File: config.mk
export PLATFORM = sky130hd
export DESIGN_NAME = seq_alu
export DESIGN_NICKNAME = d
export VERILOG_FILES = /design/src/rtl/alu_pkg.sv /design/src/rtl/alu_mul_iter.sv /design/src/rtl/seq_alu.sv
export SDC_FILE = /design/constraint.sdc
export NUM_CORES = 1
export LEC_CHECK = 0
export BUFFER_PORTS_ARGS = -buffer_cell sky130_fd_sc_hd__buf_2
export CAP_MARGIN = 10
export CORE_ASPECT_RATIO = 2
export CORE_MARGIN = 5
export CORE_UTILIZATION = 30
export CTS_CLUSTER_DIAMETER = 200
export DETAILED_ROUTE_END_ITERATION = 12
export PLACE_DENSITY_LB_ADDON = 0.1
export SLEW_MARGIN = 20
export SYNTH_ARGS = -nofsm -noshare
export SYNTH_HDL_FRONTEND = slang
export SYNTH_SLANG_ARGS = --single-unit
File: constraint.sdc
create_clock -name clk -period 2.7 [get_ports clk]
set_input_delay 0.135 -clock clk [delete_from_list [all_inputs] [get_ports clk]]
set_output_delay 0.135 -clock clk [all_outputs]
set_load 0.005 [all_outputs]
File: src/rtl/alu_pkg.sv
// Shared opcode/state encodings and flag layout for the sequential ALU.
// Latency: n/a (definitions only). Backpressure: n/a.
// Flag bits exist in every build; they are only populated when ALU_FLAGS_EN is defined.
package alu_pkg;

    typedef enum logic [3:0] {
        OP_ADD = 4'b0001,
        OP_SUB = 4'b0010,
        OP_MUL = 4'b0011
    } op_e;

    typedef enum logic [1:0] {
        IDLE = 2'd0,
        MUL  = 2'd1,
        DONE = 2'd2
    } state_e;

    localparam int FLAG_ZERO = 0;
    localparam int FLAG_OVF  = 1;

    // Bit order matches out_flags: ovf in [FLAG_OVF], zero in [FLAG_ZERO].
    typedef struct packed {
        logic ovf;
        logic zero;
    } flags_t;

endpackage

File: src/rtl/alu_mul_iter.sv
// Iterative shift-add unsigned multiplier datapath, one partial product per step.
// Latency: WIDTH steps after load; last flags the step that produces the final product.
// Backpressure: none; the owner only asserts step while it wants the unit to advance.
module alu_mul_iter #(
    parameter int WIDTH = 8,
    parameter int CNT_W = $clog2(WIDTH+1)
) (
    input  logic               clk,
    input  logic               rst_n,
    input  logic               load,
    input  logic               step,
    input  logic [WIDTH-1:0]   a,
    input  logic [WIDTH-1:0]   b,
    output logic [2*WIDTH-1:0] acc_next,
    output logic               last
);

    logic [2*WIDTH-1:0] mcand;
    logic [WIDTH-1:0]   mplier;
    logic [2*WIDTH-1:0] acc;
    logic [CNT_W-1:0]   cnt;

    assign acc_next = mplier[0] ? (acc + mcand) : acc;
    assign last     = (cnt == CNT_W'(WIDTH-1));

    always_ff @(posedge clk or negedge rst_n) begin
        if (!rst_n) begin
            mcand  <= '0;
            mplier <= '0;
            acc    <= '0;
            cnt    <= '0;
        end else if (load) begin
            mcand  <= {{WIDTH{1'b0}}, a};
            mplier <= b;
            acc    <= '0;
            cnt    <= '0;
        end else if (step) begin
            acc    <= acc_next;
            mcand  <= mcand << 1;
            mplier <= mplier >> 1;
            cnt    <= cnt + 1'b1;
        end
    end

endmodule

File: src/rtl/seq_alu.sv
// Handshaked add/sub/mul ALU with a registered 2*WIDTH result; flags enabled by ALU_FLAGS_EN.
// Latency: add/sub/illegal raise out_valid at the accept edge; mul raises it WIDTH edges later.
// Backpressure: result and flags hold while out_ready=0; no new accept until the result drains.
module seq_alu
    import alu_pkg::*;
#(
    parameter  int WIDTH = 8,
    localparam int CNT_W = $clog2(WIDTH+1)
) (
    input  logic               clk,
    input  logic               rst_n,
    input  logic               in_valid,
    output logic               in_ready,
    input  logic [3:0]         opcode,
    input  logic [WIDTH-1:0]   a,
    input  logic [WIDTH-1:0]   b,
    output logic               out_valid,
    input  logic               out_ready,
    output logic [2*WIDTH-1:0] result,
    output logic [1:0]         out_flags
);

    state_e             state;
    logic [2*WIDTH-1:0] a_ext, b_ext, sum, diff;
    logic [2*WIDTH-1:0] single_res, res_nxt, acc_next;
    logic               accept, mul_load, mul_step, mul_last, res_wr;

    assign a_ext    = {{WIDTH{1'b0}}, a};
    assign b_ext    = {{WIDTH{1'b0}}, b};
    assign sum      = a_ext + b_ext;
    assign diff     = a_ext - b_ext;
    assign accept   = in_valid && in_ready;
    assign mul_load = accept && (opcode == OP_MUL);
    assign mul_step = (state == MUL);

    alu_mul_iter #(
        .WIDTH (WIDTH),
        .CNT_W (CNT_W)
    ) u_mul (
        .clk      (clk),
        .rst_n    (rst_n),
        .load     (mul_load),
        .step     (mul_step),
        .a        (a),
        .b        (b),
        .acc_next (acc_next),
        .last     (mul_last)
    );

    always_comb begin
        single_res = '0;
        case (opcode)
            OP_ADD:  single_res = sum;
            OP_SUB:  single_res = diff;
            default: single_res = '0;
        endcase
    end

    // The result register loads either from a single-cycle op or the final multiply step.
    assign res_wr  = (accept && (opcode != OP_MUL)) || (mul_step && mul_last);
    assign res_nxt = mul_step ? acc_next : single_res;

    always_ff @(posedge clk or negedge rst_n) begin
        if (!rst_n) begin
            state     <= IDLE;
            in_ready  <= 1'b1;
            out_valid <= 1'b0;
            result    <= '0;
        end else begin
            if (res_wr)
                result <= res_nxt;
            case (state)
                IDLE: begin
                    if (accept) begin
                        in_ready <= 1'b0;
                        if (opcode == OP_MUL) begin
                            state <= MUL;
                        end else begin
                            state     <= DONE;
                            out_valid <= 1'b1;
                        end
                    end
                end
                MUL: begin
                    if (mul_last) begin
                        state     <= DONE;
                        out_valid <= 1'b1;
                    end
                end
                DONE: begin
                    if (out_ready) begin
                        state     <= IDLE;
                        out_valid <= 1'b0;
                        in_ready  <= 1'b1;
                    end
                end
                default: begin
                    state     <= IDLE;
                    out_valid <= 1'b0;
                    in_ready  <= 1'b1;
                end
            endcase
        end
    end

`ifdef ALU_FLAGS_EN
    flags_t flags_q;
    logic   ovf_nxt;

    always_comb begin
        ovf_nxt = 1'b0;
        if (mul_step) begin
            ovf_nxt = |acc_next[2*WIDTH-1:WIDTH];
        end else begin
            case (opcode)
                OP_ADD:  ovf_nxt = sum[WIDTH];
                OP_SUB:  ovf_nxt = (a < b);
                default: ovf_nxt = 1'b0;
            endcase
        end
    end

    always_ff @(posedge clk or negedge rst_n) begin
        if (!rst_n) begin
            flags_q <= '0;
        end else if (res_wr) begin
            flags_q.ovf  <= ovf_nxt;
            flags_q.zero <= (res_nxt == '0);
        end
    end

    assign out_flags = flags_q;
`else
    assign out_flags = 2'b00;
`endif

endmodule
==> results.txt, run 1 <==
- After synthesis, the share of flip-flops with an asynchronous set or reset is 1.000.
* Total wire length: 13.82 mm
* Power density cells: 1078 nW/µm²
- The complex-gate fraction of the synthesized area is 0.2240.
* Slack of the worst reg-to-reg path: 0.12 ns
* Initial antenna violation count: 0
* Worst-case reg-to-reg path depth: 9
* Cells along the critical path: ha_1, fa_1, a21oi_1, o211a_1, o21ai_0, a221oi_1, xnor2_1, nand2_1, a21oi_1
* Status: finished, final reports clean
* Maximum clock skew at final layout: 0.007951 ns
* Die span in y: 181.7 µm
- Number of warning messages in the yosys log: 0
- Post-DP HPWL: 10.51 mm
* P_leak: 0.002295 µW
- After the last flow step, the layout net total stands at 624.
* Average wire per standard cell: 18.17 µm
- Summed over all layers, the global routing overflow is 0.
- Leading post-synthesis cells by cell area: dfrtp_1 (36%), ha_1 (9.3%), nand2_1 (7.2%)
- For the pin with the worst max-slew slack, the measured transition is 0.9100 ns.
- At the end of routability-driven placement, the weighted congestion stood at 0.7994.
* Worst endpoint required time: 2.95 ns
* CP most frequent cell: a21oi_1
- At the later pin of the worst-skew pair, clock insertion delay measures 0.33 ns.
- After synthesis, the netlist uses 67 different library cells.
- Max-slew violation count: 0
- Launching element of the worst setup path: u_mul.acc[0]
- Max-cap check violation count: 0
- Of the post-synthesis cell area, the dominant cell type holds 0.3563.
* CP startpoint kind: register
- In this run the remaining antenna-violating nets after routing total 0.
* Setup fix buffers added after clock tree synthesis: 0
- Via count: 3953
* Setup repair after global routing missed its margin: true
* Clock H-tree levels: 3
- A synthesized cell averages 8.574 µm².
* Crit path max-delay cell type: fa_1
- Maximum number of pins on one net before global-route repair: 61
- Based on the critical path, the design can be clocked at up to 387.3 MHz.
* Die Width: 95.87 µm
- Before antenna repair, the detailed router went through 4 iterations.
- The repair_antennas step left the layout with diodes totalling 0.
- The path class of the tightest hold or removal check is in -> reg.
- Setup violations remaining at the end of the flow were counted as 0.
- For the finished layout, the period the worst path requires is 2.582 ns.
- Final cell area excluding filler cells: 5289 µm²
* Total design power: 5704 µW
* Most frequent cell after synthesis: nand2_1
- For this run, the total global-route usage over all layers was measured as 0.1683.
- Clock buffers created by TritonCTS: 9
- The endpoint identified for the worst register-to-register timing path is result[12].
- VDD sags by at most 378.4 µV.
* Endpoint kind of the worst setup timing path: register
- Arithmetic-cell share of the synthesized area counting full adders, half adders and majority gates: 0.1069
- Vias/cell: 5.194
- Reg2Reg Launch Point: u_mul.acc[0]
* Drt first-iter violations: 167
* CTS Buffer Depth: 2
* Vias in the first global route: 4183
- Classification of the worst setup path: reg -> reg
* Combined area of all synthesized cells: 4424 µm²
- Worst rel slew slack: 0.3857
* Number of primary I/O pins: 44
- Sequential cell area: 1603 µm²
* Post-synthesis simple-gate area fraction: 0.1765
* Fin crit share: 0.9562
* Register area share after synthesis: 0.3623
- Starting utilization of the core area: 0.3066
- Fill cell instance count of the final layout: 1566
- In this run the core area contains 62 standard-cell rows.
* Biggest fanout along the worst timing path: 3
- Placed standard-cell area: 4925 µm²
- Crit path buf inv count: 0
- Fraction of final layout cells with drive strength greater than 1: 0.1634
* DRC violation count after routing: 0
* Final hold violations: 0
* Layout overhead on the synthesized area: 19.54%
- Post-synth EDFFs: 0
- Primary flip-flop cell chosen by synthesis mapping: dfrtp_1
- TritonCTS built the clock tree.
- The first global-routing pass estimated 22.18 mm of wire.
- In this run the tool buffered the top-level ports with 41 buffer cells.
- Final hold slack: 0.03756 ns
- Summed over all instances, the cell type with the most area after synthesis is dfrtp_1.
- Logic depth of the worst path, buffers included: 9
* Area taken by multi-input logic gates: 2625 µm²
* Xor-xnor portion of the synthesized cell area: 0.03167
* Number of sinks driven by the clock tree: 64
* Post-layout util: 0.3665
- Count of state elements after synthesis: 64
- The tree is rooted in a clkbuf_16.
- Clock-pin slew on the worst setup and hold paths: 0.06 ns
* Mux cell area share after synthesis: 0.05034
* Slowest Stage Delay on Critical Path: 0.42 ns
* Endpoint of the most critical setup path: result[12]
- After synthesis, the most frequently instantiated cells are nand2_1 (85), a21oi_1 (63), dfrtp_1 (63).
- The total area inside the core boundary comes to 14430 µm².
- Data arrival time of the critical path: 2.84 ns
- Synthesis produced a netlist whose cell count is 516.
* Cell family with the largest share of critical-path delay: compound AO/OA/AOI/OAI gates
- Main combinational cell family by area after synthesis: compound AO/OA/AOI/OAI gates
- The floorplan step defined a die boundary enclosing 17420 µm².
tightest hold or removal path, stage by stage:
cell and delay [ns]:
buf_2 0.10, nand2_1 0.04, o21ai_0 0.05
layout make-up:
cell class / count / share of cell area
Sequential cell: 64 / 0.3031
Timing Repair Buffer: 63 / 0.07570
Inverter: 21 / 0.01490
Tap cell: 192 / 0.04542
Multi-Input combinational cell: 405 / 0.4963
Clock inverter: 4 / 0.01419
Clock buffer: 12 / 0.05039
report_power, final:
| group | switching [µW] | total, µW | internal (µW) |
|---|---|---|---|
| combinational | 1480 | 2680 | 1210 |
| sequential | 327 | 1680 | 1350 |
| clock | 453 | 1340 | 884 |
| total | 2260 | 5700 | 3450 |
cell usage in the layout (no fill, tap or decap), types with 6 or more instances in the layout:
cell       Yosys  final
nand2_1       85     85
xnor2_1       10     10
clkbuf_16      0      9
buf_2          3     41
dfrtp_1       63     63
inv_1         21     21
nor2_1        34     33
a31oi_1        8      8
buf_4          3     18
mux2i_1       20     20
ha_1          33     32
a21o_1         6      6
xor2_1         6      6
a21oi_1       63     63
o21ai_0       37     36
nand3_1        9      9
flip-flops by register name (all words and copies together), names as in the netlist:
signal / cells
in_ready: 1
out_valid: 1
state: 2
u_mul.acc: 16
result: 16
u_mul.mcand: 16
u_mul.cnt: 4
u_mul.mplier: 8
through the flow:
| step | TNS (ns) | worst slack, ns | cells |
|---|---|---|---|
| 2_1_floorplan | 0 | 0.2684 | 517 |
| 3_3_place_gp | 0 | 0.1113 | 743 |
| 3_5_place_dp | 0 | 0.1049 | 743 |
| 4_1_cts | 0 | 0.08343 | 761 |
| 5_1_grt | -0.1117 | -0.04507 | 761 |
| 6_report | 0 | 0.1183 | 761 |
metal layers:
layer  part of all wire  wire length, µm  vias to the layer above  track usage
met1               0.36             5045                     1902       0.1732
li1                   -                -                     1928            -
met4              0.051              701                        0      0.09692
met3              0.025              351                       38      0.02941
met2               0.56             7726                       85       0.3067
met5                  0                0                        -            0
worst min-delay path by stage:
stage	to	depth (start not counted)	slack [ns]	startpoint
2_1_floorplan	out_valid	0	-0.16	rst_n
3_3_place_gp	out_valid	1	0.32	rst_n
3_5_place_dp	out_valid	1	0.31	rst_n
4_1_cts	u_mul.mcand[7]	3	0.03	a[7]
5_1_grt	u_mul.mplier[5]	3	0.04	b[5]
6_report	u_mul.mcand[7]	3	0.04	a[7]
cell families (layout without fill, tap and decap cells):
| kind of cell | Yosys count | count (layout) |
|---|---|---|
| xor+xnor | 16 | 16 |
| mux | 22 | 22 |
| compound gates | 161 | 161 |
| buf+inv | 48 | 100 |
| fa+ha+maj | 36 | 36 |
| simple gates | 168 | 168 |
| flops | 64 | 64 |
| other cells | 1 | 2 |
what timing repair did:
action | 4_1_cts | 5_1_grt
hold buffers | 2 | 0
resized for setup | 0 | 2
hold endpoints to repair | 34 | 0
setup endpoints to repair | 0 | 4
Note: power is estimated with default switching activity, not from simulation.
==> run 2, diff against run 1 <==
==> constraint.sdc (replaced) <==
create_clock -name clk -period 2.5 [get_ports clk]
set_input_delay 0.125 -clock clk [delete_from_list [all_inputs] [get_ports clk]]
set_output_delay 0.125 -clock clk [all_outputs]
set_load 0.005 [all_outputs]
==> run 2 against run 1 <==
Maximum frequency rose by 5.9%. Wire length rose by 2.8%. First-iteration DRC count is 22% higher. Clock power down 8%. Die area stayed put. Worst setup slack lost 0.055 ns.
==> results.txt, run 2 (same netlist as run 1, synthesis figures left out) <==
- Biggest fanout along the worst timing path: 3 (unchanged)
* Vias in the first global route: 4328 (+3.5%)
- The setup total negative slack was 0 ns (unchanged).
- The depth of the CTS H-tree is 3 (unchanged).
- Layout overhead on the synthesized area: 23.30%
- Clock root buffer master: clkbuf_16
- The global-route usage over all layers was 0.1695 (+0.001143).
- The final global-route overflow total was 0 (unchanged).
* Number of cells in the finished layout apart from fillers: 780 (+2.5%)
* Total wire length: 14.21 mm (+2.8%)
- The area enclosed by the die boundary is 17420 µm² (unchanged).
* DRC violation count after routing: 0 (unchanged)
* Endpoint kind of the worst setup timing path: register
- Launching element of the worst setup path: u_mul.mcand[11]
- The register clock-pin slew on the reported worst setup and hold paths was 0.06 ns (about the same).
- The fraction of final layout cells sized beyond drive strength 1 is 0.2075 (+0.04404).
- The overall die width came to 95.87 µm (unchanged).
- Most common cell after layout, fill and taps aside: nand2_1
* Worst-case reg-to-reg path depth: 8 (-1)
* Shortest clock period the worst path allows after layout: 2.437 ns (-0.1447 ns)
- The quantity of I/O buffers inserted on ports is 41 (unchanged).
- Placeable core area: 14430 µm² (unchanged)
* Status: finished, final reports clean
- Fill cell instance count of the final layout: 1578 (+0.77%)
- Classification of the worst-slack hold path: in -> reg
* TritonRoute pass-1 iters: 4 (unchanged)
* Sequential cell area: 1603 µm² (unchanged)
* Clock buffers created by TritonCTS: 9 (unchanged)
- Power density cells: 1167 nW/µm² (+8.2%)
* Initial antenna violation count: 0 (unchanged)
- The pin count of the biggest net entering global routing was 57 (-6.6%).
- For this design, the slowest cell found on the critical path is or4b_4.
- Reg-to-reg endpoint: u_mul.acc[15]
- Transition time at the pin with the least slew margin: 0.6663 ns (-0.2437 ns)
- The insertion delay of the later-clocked pin in the worst-skew pair is 0.33 ns (about the same).
- The number of antenna diodes was 0 (unchanged).
- The via count normalized by instance count came to 5.195 (about the same).
- In this run the critical register-to-register path is launched from u_mul.mcand[11].
- The number of hold violations in the final report came to 0 (unchanged).
- Max-slew violation count: 0 (unchanged)
* Commonest cells after routing, fill and taps aside: nand2_1 (85), dfrtp_1 (63), a21oi_1 (59)
* Data arrival time of the critical path: 2.70 ns (-0.14 ns)
- The area used by multi-input combinational logic is 2691 µm² (+2.5%).
* Placed insts: 760 (+2.3%)
* Endpoint of the most critical setup path: u_mul.acc[15]
- The number of top-level pins was 44 (unchanged).
* Worst rel slew slack: 0.5558 (+0.1702)
- The worst clock skew was 0.006804 ns (-0.001147 ns).
- Post-DP HPWL: 10.71 mm (+1.9%)
* Highest Clock Rate: 410.4 MHz (+5.9%)
- Post-layout nets: 643 (+3.0%)
* Placer congestion estimate: 0.8150 (+2.0%)
* Registers with the most flip-flops: result (16), u_mul.acc (16), u_mul.mcand (16)
* Clock tree from TritonCTS: done
- Number of standard-cell rows in the floorplan: 62 (unchanged)
* Fin crit share: 0.9748 (+0.01859)
- The maximum clock insertion buffer count is 2 (unchanged).
- The total leakage power was 0.002370 µW (+3.3%).
- The count of routing violations after the opening detailed-route iteration is 204 (+22%).
* Number of sinks driven by the clock tree: 64 (unchanged)
- Slowest Stage Delay on Critical Path: 0.53 ns (+0.11 ns)
- Antenna-violating nets left: 0 (unchanged)
* Worst endpoint required time: 2.76 ns (-0.19 ns)
- CP startpoint kind: register
* Starting utilization of the core area: 0.3066 (unchanged)
- Die span in y: 181.7 µm (unchanged)
- The setup slack of the most critical reg-to-reg path is 0.06 ns (-0.06 ns).
* Max-cap check violation count: 0 (unchanged)
- Setup violators final: 0 (unchanged)
* Average wire per standard cell: 18.22 µm (+0.31%)
- Setup repair after global routing missed its margin: false
* Peak supply drop: 427.6 µV (+13%)
- The total number of vias was 4052 (+2.5%).
- Classification of the worst setup path: reg -> reg
* Wire length of the first global-routing pass: 22.34 mm (+0.72%)
* Cells along the critical path: ha_1, a211oi_2, nor2_2, or4b_4, o21ai_4, xor2_1, or3_2, a21oi_2
run 2: cell types whose count changed in the layout (fill, tap and decap cells not counted), moves of 2 or more:
| cell | before | now |
|---|---|---|
| buf_4 | 18 | 36 |
| a21oi_1 | 63 | 59 |
| a21oi_2 | 1 | 5 |
| a2111oi_0 | 3 | 0 |
| a2111oi_2 | 0 | 2 |
| bufinv_16 | 2 | 0 |
| clkbuf_1 | 0 | 2 |
| ha_1 | 32 | 30 |
| o21ai_0 | 36 | 34 |
run 2: power breakdown:
group          total (µW)  switching (µW)  internal [µW]
sequential           1830             362           1460
clock                1230             473            752
combinational        3310            1730           1590
total                6360            2560           3800
run 2: cell type report:
cell class,instances,area share
clock buffers,14,0.05023
flip-flops and latches,64,0.2938
inverters,21,0.01445
multi-input cells,405,0.4933
clock inverters,2,0.002294
well taps,192,0.04404
repair buffers,82,0.1018
run 2: worst min-delay path by stage:
stage	from	slack, ns	to	cells past startpoint
2_1_floorplan	rst_n	-0.17	out_valid	0
3_3_place_gp	rst_n	0.13	u_mul.cnt[0]	1
3_5_place_dp	rst_n	0.14	result[15]	1
4_1_cts	a[0]	0.03	u_mul.mcand[0]	3
5_1_grt	a[0]	0.05	u_mul.mcand[0]	3
6_report	b[2]	0.03	u_mul.mplier[2]	3
run 2: through the flow:
step / setup WS (ns) / utilization / hold slack, ns / power (µW) / instance area (µm²)
5_1_grt: 0.001548 / 0.3781 / 0.04903 / 6882 / 5455
3_5_place_dp: -0.1164 / 0.3510 / 0.1367 / 4979 / 5065
6_report: 0.06309 / 0.3781 / 0.03100 / 6365 / 5455
4_1_cts: 0.01275 / 0.3737 / 0.02724 / 6290 / 5391
2_1_floorplan: 0.06840 / - / -0.1706 / 3895 / 4428
3_3_place_gp: -0.1044 / 0.3510 / 0.1287 / 4943 / 5065
run 2: per-layer routing:
metal | GRT usage | wire length, µm
met4 | 0.08039 | 592
met5 | 0 | 0
met3 | 0.02154 | 415
met2 | 0.3271 | 8113
met1 | 0.1703 | 5091
run 2: critical path: cells and delay by family, from the launching register on:
kind	cells	cell delay [ns]
XOR/XNOR	1	0.10
AND/OR/NAND/NOR	3	1.03
adder cells (fa/ha/maj)	1	0.22
flip-flops	1	0.41
AO/OA/AOI/OAI	3	0.60
run 2: timing repair:
action	4_1_cts	5_1_grt
setup endpoints to repair	2	5
endpoints found under the hold margin	18	0
pin swaps	0	4
resized for setup	6	14
cloned	0	0
hold buffers	2	0
buffers inserted	0	2
